[config.mk]
export PLATFORM = sky130hd
export DESIGN_NAME = logic_gate_pipe
export DESIGN_NICKNAME = d
export VERILOG_FILES = /design/src/rtl/logic_gate_pipe.sv
export SDC_FILE = /design/constraint.sdc
export NUM_CORES = 1
export LEC_CHECK = 0
export ABC_AREA = 1
export BUFFER_PORTS_ARGS = -buffer_cell sky130_fd_sc_hd__buf_4
export CORE_MARGIN = 2
export CORE_UTILIZATION = 43
export DETAILED_ROUTE_END_ITERATION = 8
export HOLD_SLACK_MARGIN = 0.03
export PLACE_DENSITY = 0.67
export REMOVE_ABC_BUFFERS = 1
export SYNTH_ARGS = -nofsm -noshare
export SYNTH_HDL_FRONTEND = slang
export SYNTH_SLANG_ARGS = --single-unit
[constraint.sdc]
create_clock -name clk -period 1.6 [get_ports clk]
set_input_delay 0.32 -clock clk [delete_from_list [all_inputs] [get_ports clk]]
set_output_delay 0.32 -clock clk [all_outputs]
set_load 0.02 [all_outputs]
[src/rtl/logic_gate_pipe.sv]
// logic_gate_pipe: bitwise 8-op gate on WIDTH-bit operands, STAGES-deep valid/ready pipeline, saturating delivery counter
// Ports:
//   clk, rst_n           clock (rising edge), asynchronous active-low reset
//   in_valid/in_ready    producer handshake; in_a, in_b operands; in_op operation select
//   out_valid/out_ready  consumer handshake; out_y result
//   cnt_clr              synchronous clear of out_count (wins over an increment)
//   out_count            number of delivered results, saturating at 2^CNT_W-1
//   out_zero, out_parity result == 0 and XOR-reduction of result (only with LOGIC_GATE_PIPE_STATUS_EN)
// Optional feature macro: LOGIC_GATE_PIPE_STATUS_EN
module logic_gate_pipe #(
    parameter int WIDTH  = 8,
    parameter int STAGES = 2,
    parameter int CNT_W  = 16
) (
    input  logic             clk,
    input  logic             rst_n,
    input  logic             in_valid,
    output logic             in_ready,
    input  logic [WIDTH-1:0] in_a,
    input  logic [WIDTH-1:0] in_b,
    input  logic [2:0]       in_op,
    output logic             out_valid,
    input  logic             out_ready,
    output logic [WIDTH-1:0] out_y,
    input  logic             cnt_clr,
    output logic [CNT_W-1:0] out_count
`ifdef LOGIC_GATE_PIPE_STATUS_EN
    ,
    output logic             out_zero,
    output logic             out_parity
`endif
);
`ifdef LOGIC_GATE_PIPE_STATUS_EN
    // Flags ride in the two bits above the result so they stay aligned with out_y
    localparam int DW = WIDTH + 2;
`else
    localparam int DW = WIDTH;
`endif
    logic [WIDTH-1:0]          res;
    logic [DW-1:0]             din;
    logic [STAGES:1]           v;
    logic [STAGES:1]           r;
    logic [STAGES:1][DW-1:0]   d;
    logic [STAGES:0]           vin;
    logic [STAGES:0][DW-1:0]   dp;
    always_comb begin
        res = '0;
        case (in_op)
            3'b000:  res = in_a & in_b;
            3'b001:  res = in_a | in_b;
            3'b010:  res = in_a ^ in_b;
            3'b011:  res = ~(in_a & in_b);
            3'b100:  res = ~(in_a | in_b);
            3'b101:  res = ~(in_a ^ in_b);
            3'b110:  res = ~in_a;
            default: res = in_a;
        endcase
    end
`ifdef LOGIC_GATE_PIPE_STATUS_EN
    assign din = {~|res, ^res, res};
`else
    assign din = res;
`endif
    // Index 0 is the producer side, so stage k always loads from index k-1
    assign vin = {v, in_valid};
    assign dp  = {d, din};
    // Walk from the output back: a stage may load if it is empty or everything below it can move
    always_comb begin : p_ready
        logic down;
        down = out_ready;
        r = '0;
        for (int k = STAGES; k >= 1; k--) begin
            down = !v[k] || down;
            r[k] = down;
        end
    end
    // Data only loads with a valid beat, so X on idle inputs never reaches the stages
    always_ff @(posedge clk or negedge rst_n) begin
        if (!rst_n) begin
            v <= '0;
            d <= '0;
        end else begin
            for (int k = 1; k <= STAGES; k++) begin
                if (r[k]) begin
                    v[k] <= vin[k-1];
                    if (vin[k-1]) d[k] <= dp[k-1];
                end
            end
        end
    end
    always_ff @(posedge clk or negedge rst_n) begin
        if (!rst_n) out_count <= '0;
        else if (cnt_clr) out_count <= '0;
        else if (out_valid && out_ready && !(&out_count)) out_count <= out_count + 1'b1;
    end
    assign in_ready  = r[1];
    assign out_valid = v[STAGES];
    assign out_y     = d[STAGES][WIDTH-1:0];
`ifdef LOGIC_GATE_PIPE_STATUS_EN
    assign out_zero   = d[STAGES][WIDTH+1];
    assign out_parity = d[STAGES][WIDTH];
`endif
endmodule
==> results.cfg, run 1 <==
[floorplan]
rows = 28
dieWidth_um = 81.61
start_util = 0.4401
ioPinCount = 50
dieHeight_um = 81.61
core_um2 = 5886
dieArea_um2 = 6660

[final_layout]
final_area_um2 = 3402
layout-drive-gt1-share = 0.2556
final_util = 0.5780
syn2layout_area_growth_pct = 31.35
layout.nets = 490
fin_cells = 525
final_cell_mix = nand2_1 (113), buf_4 (83), inv_1 (61)
diodes = 0
mostFrequentLayoutCell = nand2_1

[cts]
root_buffer = clkbuf_8
ctsHtreeMaxLevel = 2
cts.sinks = 34
clk_latency_ns = 0.28
cts_tree = built
clk_pin_slew_ns = 0.07
numCtsBuffers = 5
clockBufferDepth = 2

[sta]
post-route-min-period_ns = 1.533
finalSetupTns_ns = 0
grt_setup_unrepaired = yes
slew_headroom = 0.3953
worst_slack_ns = 0.06703
tightest_slew_ns = 0.9001
setup_viol = 0
final.setup_skew_ns = 0.006474
drv_slew = 0
period_share = 0.9581
final_hold_viol_count = 0
fmax_mhz = 652.3

[grt]
overflow = 0
grt_pass1_vias = 2422
antenna_found_initial = 0
grt_pass1_wl_mm = 10.56
grt_usage = 0.2034
grt_max_degree = 35

[pwr]
intPower_mw = 1.738
comb_power_share = 0.328
p_sw_uw = 831.7
powerDensity_nw_per_um2 = 755.4
clockPowerShare = 0.252
switching_share = 0.3236
p_seq_frac = 0.419
p_leak_nw = 1.858
vdd_drop_max_uv = 421.3

[synthesis]
synth_area_leaders = dfrtp_1 (33%), nand2_1 (17%), inv_1 (9.0%)
synth.avg_cell_area_um2 = 7.000
ys_seq_area_frac = 0.3285
synth-seq-cells = 34
netlist.area_leader.share = 0.3285
syn_inst = 370
synth_cell_type_count = 27
netlist_area_um2 = 2590
ys_warn_count = 0
synth.largest_area_cell = dfrtp_1

[placement]
postPlaceCellArea_um2 = 3169
portBuffers = 49
place_ws_ns = -0.1190
dp_cells = 508
gp_congestion = 0.8487
dp.final_hpwl_mm = 4.618

[worst_setup_path]
reg2reg_slack_ns = 0.07
crit_top_cell = nor2_4
cp_slowest_stage_delay_ns = 0.40
worst_ep_required_time_ns = 1.82
crit_type = flip-flop to flip-flop
crit-reg2reg-launch = out_count[1]
reg2reg_to = out_count[2]
crit_path_top_delay_cell = dfrtp_1
startpoint_type = flip-flop
cp_cell_sequence = ha_4, nand3_4, inv_4, nand2_4, nor2_4, nor2_4, buf_12, nor2_4, nand2_1, nand2_1
worstPathArrival_ns = 1.76
critPathCaptureType = flip-flop
path_depth = 10
cp_max_fo = 8
crit_buf_inv = 2
cpLargestDelayFamily = simple AND/OR/NAND/NOR gates
r2r_cells = 10
crit_start = out_count[1]
critPathCapture = out_count[2]

[drt]
wl_mm = 6.417
firstDrtPassIters = 4
vias = 2593
dr.first_iter.drc_count = 124
wl_per_cell_um = 12.22
vias_per_cell = 4.939
ant_nets = 0
drc_errors = 0

[hold_path]
min_path_type = input port to flip-flop

[run_status]
status = finished, final reports clean

[job]
cap_violations = 0
## Yosys cell counts
master,instances
nor2_2,1
dfrtp_1,34
buf_2,2
ha_1,17
nand4_1,23
nand2_1,114
a21oi_1,8
o21bai_1,3
nor2_4,2
mux2_2,8
nor3_2,1
o21ai_0,31
or2_2,2
xor2_1,4
buf_4,9
inv_1,62
nand3b_1,1
nand2_2,1
clkinv_1,1
nor2_8,1
buf_6,1
clkbuf_1,3
o21ai_1,2
nor3_1,2
nand3_2,1
nor2_1,16
nand3_1,20
## area by class of cell
cell class	count	area (um2)
flip-flops and latches	34	850.8
well taps	75	93.84
clock buffers	7	86.33
clock inverters	1	5.005
fillers	572	2484
multi-input cells	259	1449
inverters	63	239.0
repair buffers	86	678.2
## layer usage
layer,wire length [um],global-route usage
met1,2664,0.2452
met2,3320,0.3664
met3,362,0.03297
met4,70,0.07000
met5,0,0
## state kept, by name, indices dropped and copies added, names as in the netlist
| name | flops |
|---|---|
| d | 8 |
| v | 2 |
| out_count | 16 |
| out_y | 8 |
## what timing repair did
action | CTS | global route
endpoints found under the setup margin | 16 | 17
hold buffers | 1 | 0
gates resized for setup | 0 | 9
setup buffers | 2 | 4
hold endpoints to repair | 34 | 0
pin swaps | 3 | 12
cloned | 1 | 1
## worst min path at each step
stage / from / endpoint / slack, ns / depth (start not counted)
2_1_floorplan: rst_n / d[0] / 0.02 / 0
3_3_place_gp: rst_n / out_count[3] / 0.30 / 1
3_5_place_dp: rst_n / out_count[3] / 0.30 / 1
4_1_cts: out_ready / v[2] / 0.31 / 4
5_1_grt: out_ready / v[2] / 0.35 / 4
6_report: out_ready / v[2] / 0.31 / 4
## cells by family after synthesis
kind of cell	share of synthesized area
flops	0.3285
fa+ha+maj	0.08212
buf+inv	0.1299
compound gates	0.08792
simple gates	0.3232
xor+xnor	0.01353
mux	0.03478
## power by group through the flow
stage | combinational [mW] | sequential, mW | clock [mW]
3_3_place_gp | 0.775 | 1.09 | 0
4_1_cts | 0.813 | 1.08 | 0.672
5_1_grt | 0.936 | 1.10 | 0.716
3_5_place_dp | 0.783 | 1.09 | 0
6_report | 0.844 | 1.08 | 0.649
2_1_floorplan | 0.322 | 1.19 | 0
## worst reg2reg max path, cell delays in order (launching register included)
cell     delay (ns)
dfrtp_1        0.40
ha_4           0.17
nand3_4        0.09
inv_4          0.09
nand2_4        0.05
nor2_4         0.10
nor2_4         0.05
buf_12         0.14
nor2_4         0.23
nand2_1        0.08
nand2_1        0.06
## per-stage QoR
stage,power (mW),hold slack [ns]
2_1_floorplan,1.517,0.02441
3_3_place_gp,1.868,0.2977
3_5_place_dp,1.878,0.2992
4_1_cts,2.563,0.3057
5_1_grt,2.748,0.3514
6_report,2.570,0.3110
(Power assumes the default switching activity.)
==> run 2: changes to the inputs <==
PLACE_DENSITY = not set   (was 0.67)
PLACE_DENSITY_LB_ADDON = 0.2   (was not set)
==> results.cfg, run 2 (synthesis gave the netlist of run 1 again) <==
[run_status]
status = finished, final reports clean

[drt]
dr.first_iter.drc_count = 86
vias_per_cell = 5.027
vias = 2649
ant_nets = 0
drc_errors = 0
wl_mm = 6.404
firstDrtPassIters = 4
wl_per_cell_um = 12.15

[sta]
drv_slew = 0
final.setup_skew_ns = 0.006217
period_share = 0.9616
tightest_slew_ns = 1.058
slew_headroom = 0.2894
worst_slack_ns = 0.06145
final_hold_viol_count = 0
setup_viol = 0
post-route-min-period_ns = 1.539
fmax_mhz = 650.0
finalSetupTns_ns = 0
grt_setup_unrepaired = yes

[floorplan]
rows = 28
dieHeight_um = 81.61
start_util = 0.4401
ioPinCount = 50
dieWidth_um = 81.61
dieArea_um2 = 6660
core_um2 = 5886

[cts]
cts_tree = built
cts.sinks = 34
clk_pin_slew_ns = 0.07
clockBufferDepth = 2
clk_latency_ns = 0.28
numCtsBuffers = 5
ctsHtreeMaxLevel = 2
root_buffer = clkbuf_8

[worst_setup_path]
cp_max_fo = 8
crit_type = flip-flop to flip-flop
startpoint_type = flip-flop
cpLargestDelayFamily = simple AND/OR/NAND/NOR gates
crit_buf_inv = 2
critPathCaptureType = flip-flop
crit_top_cell = nor2_4
worst_ep_required_time_ns = 1.83
cp_cell_sequence = ha_2, nand3_4, inv_4, nand2_4, nor2_4, nor2_4, buf_12, nor2_4, nand2_1, nand2_1
worstPathArrival_ns = 1.77
cp_slowest_stage_delay_ns = 0.35
crit_path_top_delay_cell = dfrtp_1

[final_layout]
mostFrequentLayoutCell = nand2_1
seqCellArea_um2 = 850.8
fin_cells = 527
final_cell_mix = nand2_1 (112), buf_4 (86), inv_1 (61)
largest_reg_flops = 16
layout-drive-gt1-share = 0.2611
multi_input_area_um2 = 1436
final_area_um2 = 3406
syn2layout_area_growth_pct = 31.50
final_util = 0.5787
layout.nets = 492
diodes = 0
fillers = 580
top_register = out_count

[job]
cap_violations = 0

[placement]
portBuffers = 49
gp_congestion = 0.8508
postPlaceCellArea_um2 = 3214
dp.final_hpwl_mm = 4.815
dp_cells = 514
place_ws_ns = -0.1490

[grt]
grt_pass1_wl_mm = 11.19
grt_pass1_vias = 2600
grt_max_degree = 35
antenna_found_initial = 0
grt_usage = 0.2127
overflow = 0

[pwr]
vdd_drop_max_uv = 335.9
powerDensity_nw_per_um2 = 778.8
p_leak_nw = 1.871

[hold_path]
min_path_type = input port to flip-flop
-- run 2: cell types whose count changed in the layout (fill, tap and decap cells not counted), sizes merged --
cell | before | now
buf | 84 | 87
clkinv | 2 | 1
-- run 2: worst paths after layout --
kind | startpoint | end | slack (ns) | cells past startpoint
min in group asynchronous | rst_n | out_count[2] | 0.51 | 2
worst max register to register | out_count[1] | out_count[13] | 0.06 | 10
max in group asynchronous | rst_n | d[4] | 0.76 | 2
worst max-delay path | out_count[1] | out_count[13] | 0.06 | 10
worst min-delay path | out_ready | v[2] | 0.31 | 4
worst min register to register | d[2] | d[2] | 0.48 | 2
-- run 2: layout make-up --
type | count | share of cell area
Multi-Input combinational cell | 259 | 0.4217
Sequential cell | 34 | 0.2498
Timing Repair Buffer | 88 | 0.1984
Inverter | 63 | 0.07017
Clock buffer | 8 | 0.03233
Tap cell | 75 | 0.02755
-- run 2: repair_timing --
| action | in CTS | in global routing |
|---|---|---|
| gates resized for setup | 3 | 5 |
| setup buffers | 1 | 2 |
| pin swaps | 3 | 9 |
| gates cloned | 1 | 0 |
| hold endpoints to repair | 34 | 0 |
| hold buffers | 1 | 0 |
| endpoints found under the setup margin | 14 | 16 |
-- run 2: power by group --
part / leakage, nW / total [mW] / internal [mW] / switching, mW
clock: 0.0575 / 0.746 / 0.435 / 0.311
sequential: 0.440 / 1.07 / 0.997 / 0.0709
combinational: 1.37 / 0.839 / 0.388 / 0.451
-- run 2: worst register-to-register path, cell delays in order (launching register included) --
cell     delay (ns)
dfrtp_1        0.35
ha_2           0.22
nand3_4        0.10
inv_4          0.08
nand2_4        0.06
nor2_4         0.10
nor2_4         0.06
buf_12         0.13
nor2_4         0.23
nand2_1        0.08
nand2_1        0.07
-- run 2: per-stage QoR --
step | power [mW] | hold WS [ns]
CTS | 2.682 | 0.2955
floorplan | 1.517 | 0.02441
global placement | 1.888 | 0.3009
finish | 2.653 | 0.3057
detailed placement | 1.902 | 0.3027
global route | 2.813 | 0.3394
-- run 2: per-layer routing --
layer / track usage / vias to the layer above / share of wire
met2: 0.3926 / 74 / 0.51
met5: 0 / - / 0
met4: 0.06833 / 0 / 0.011
met1: 0.2553 / 1226 / 0.44
met3: 0.02637 / 6 / 0.039
li1: - / 1343 / -
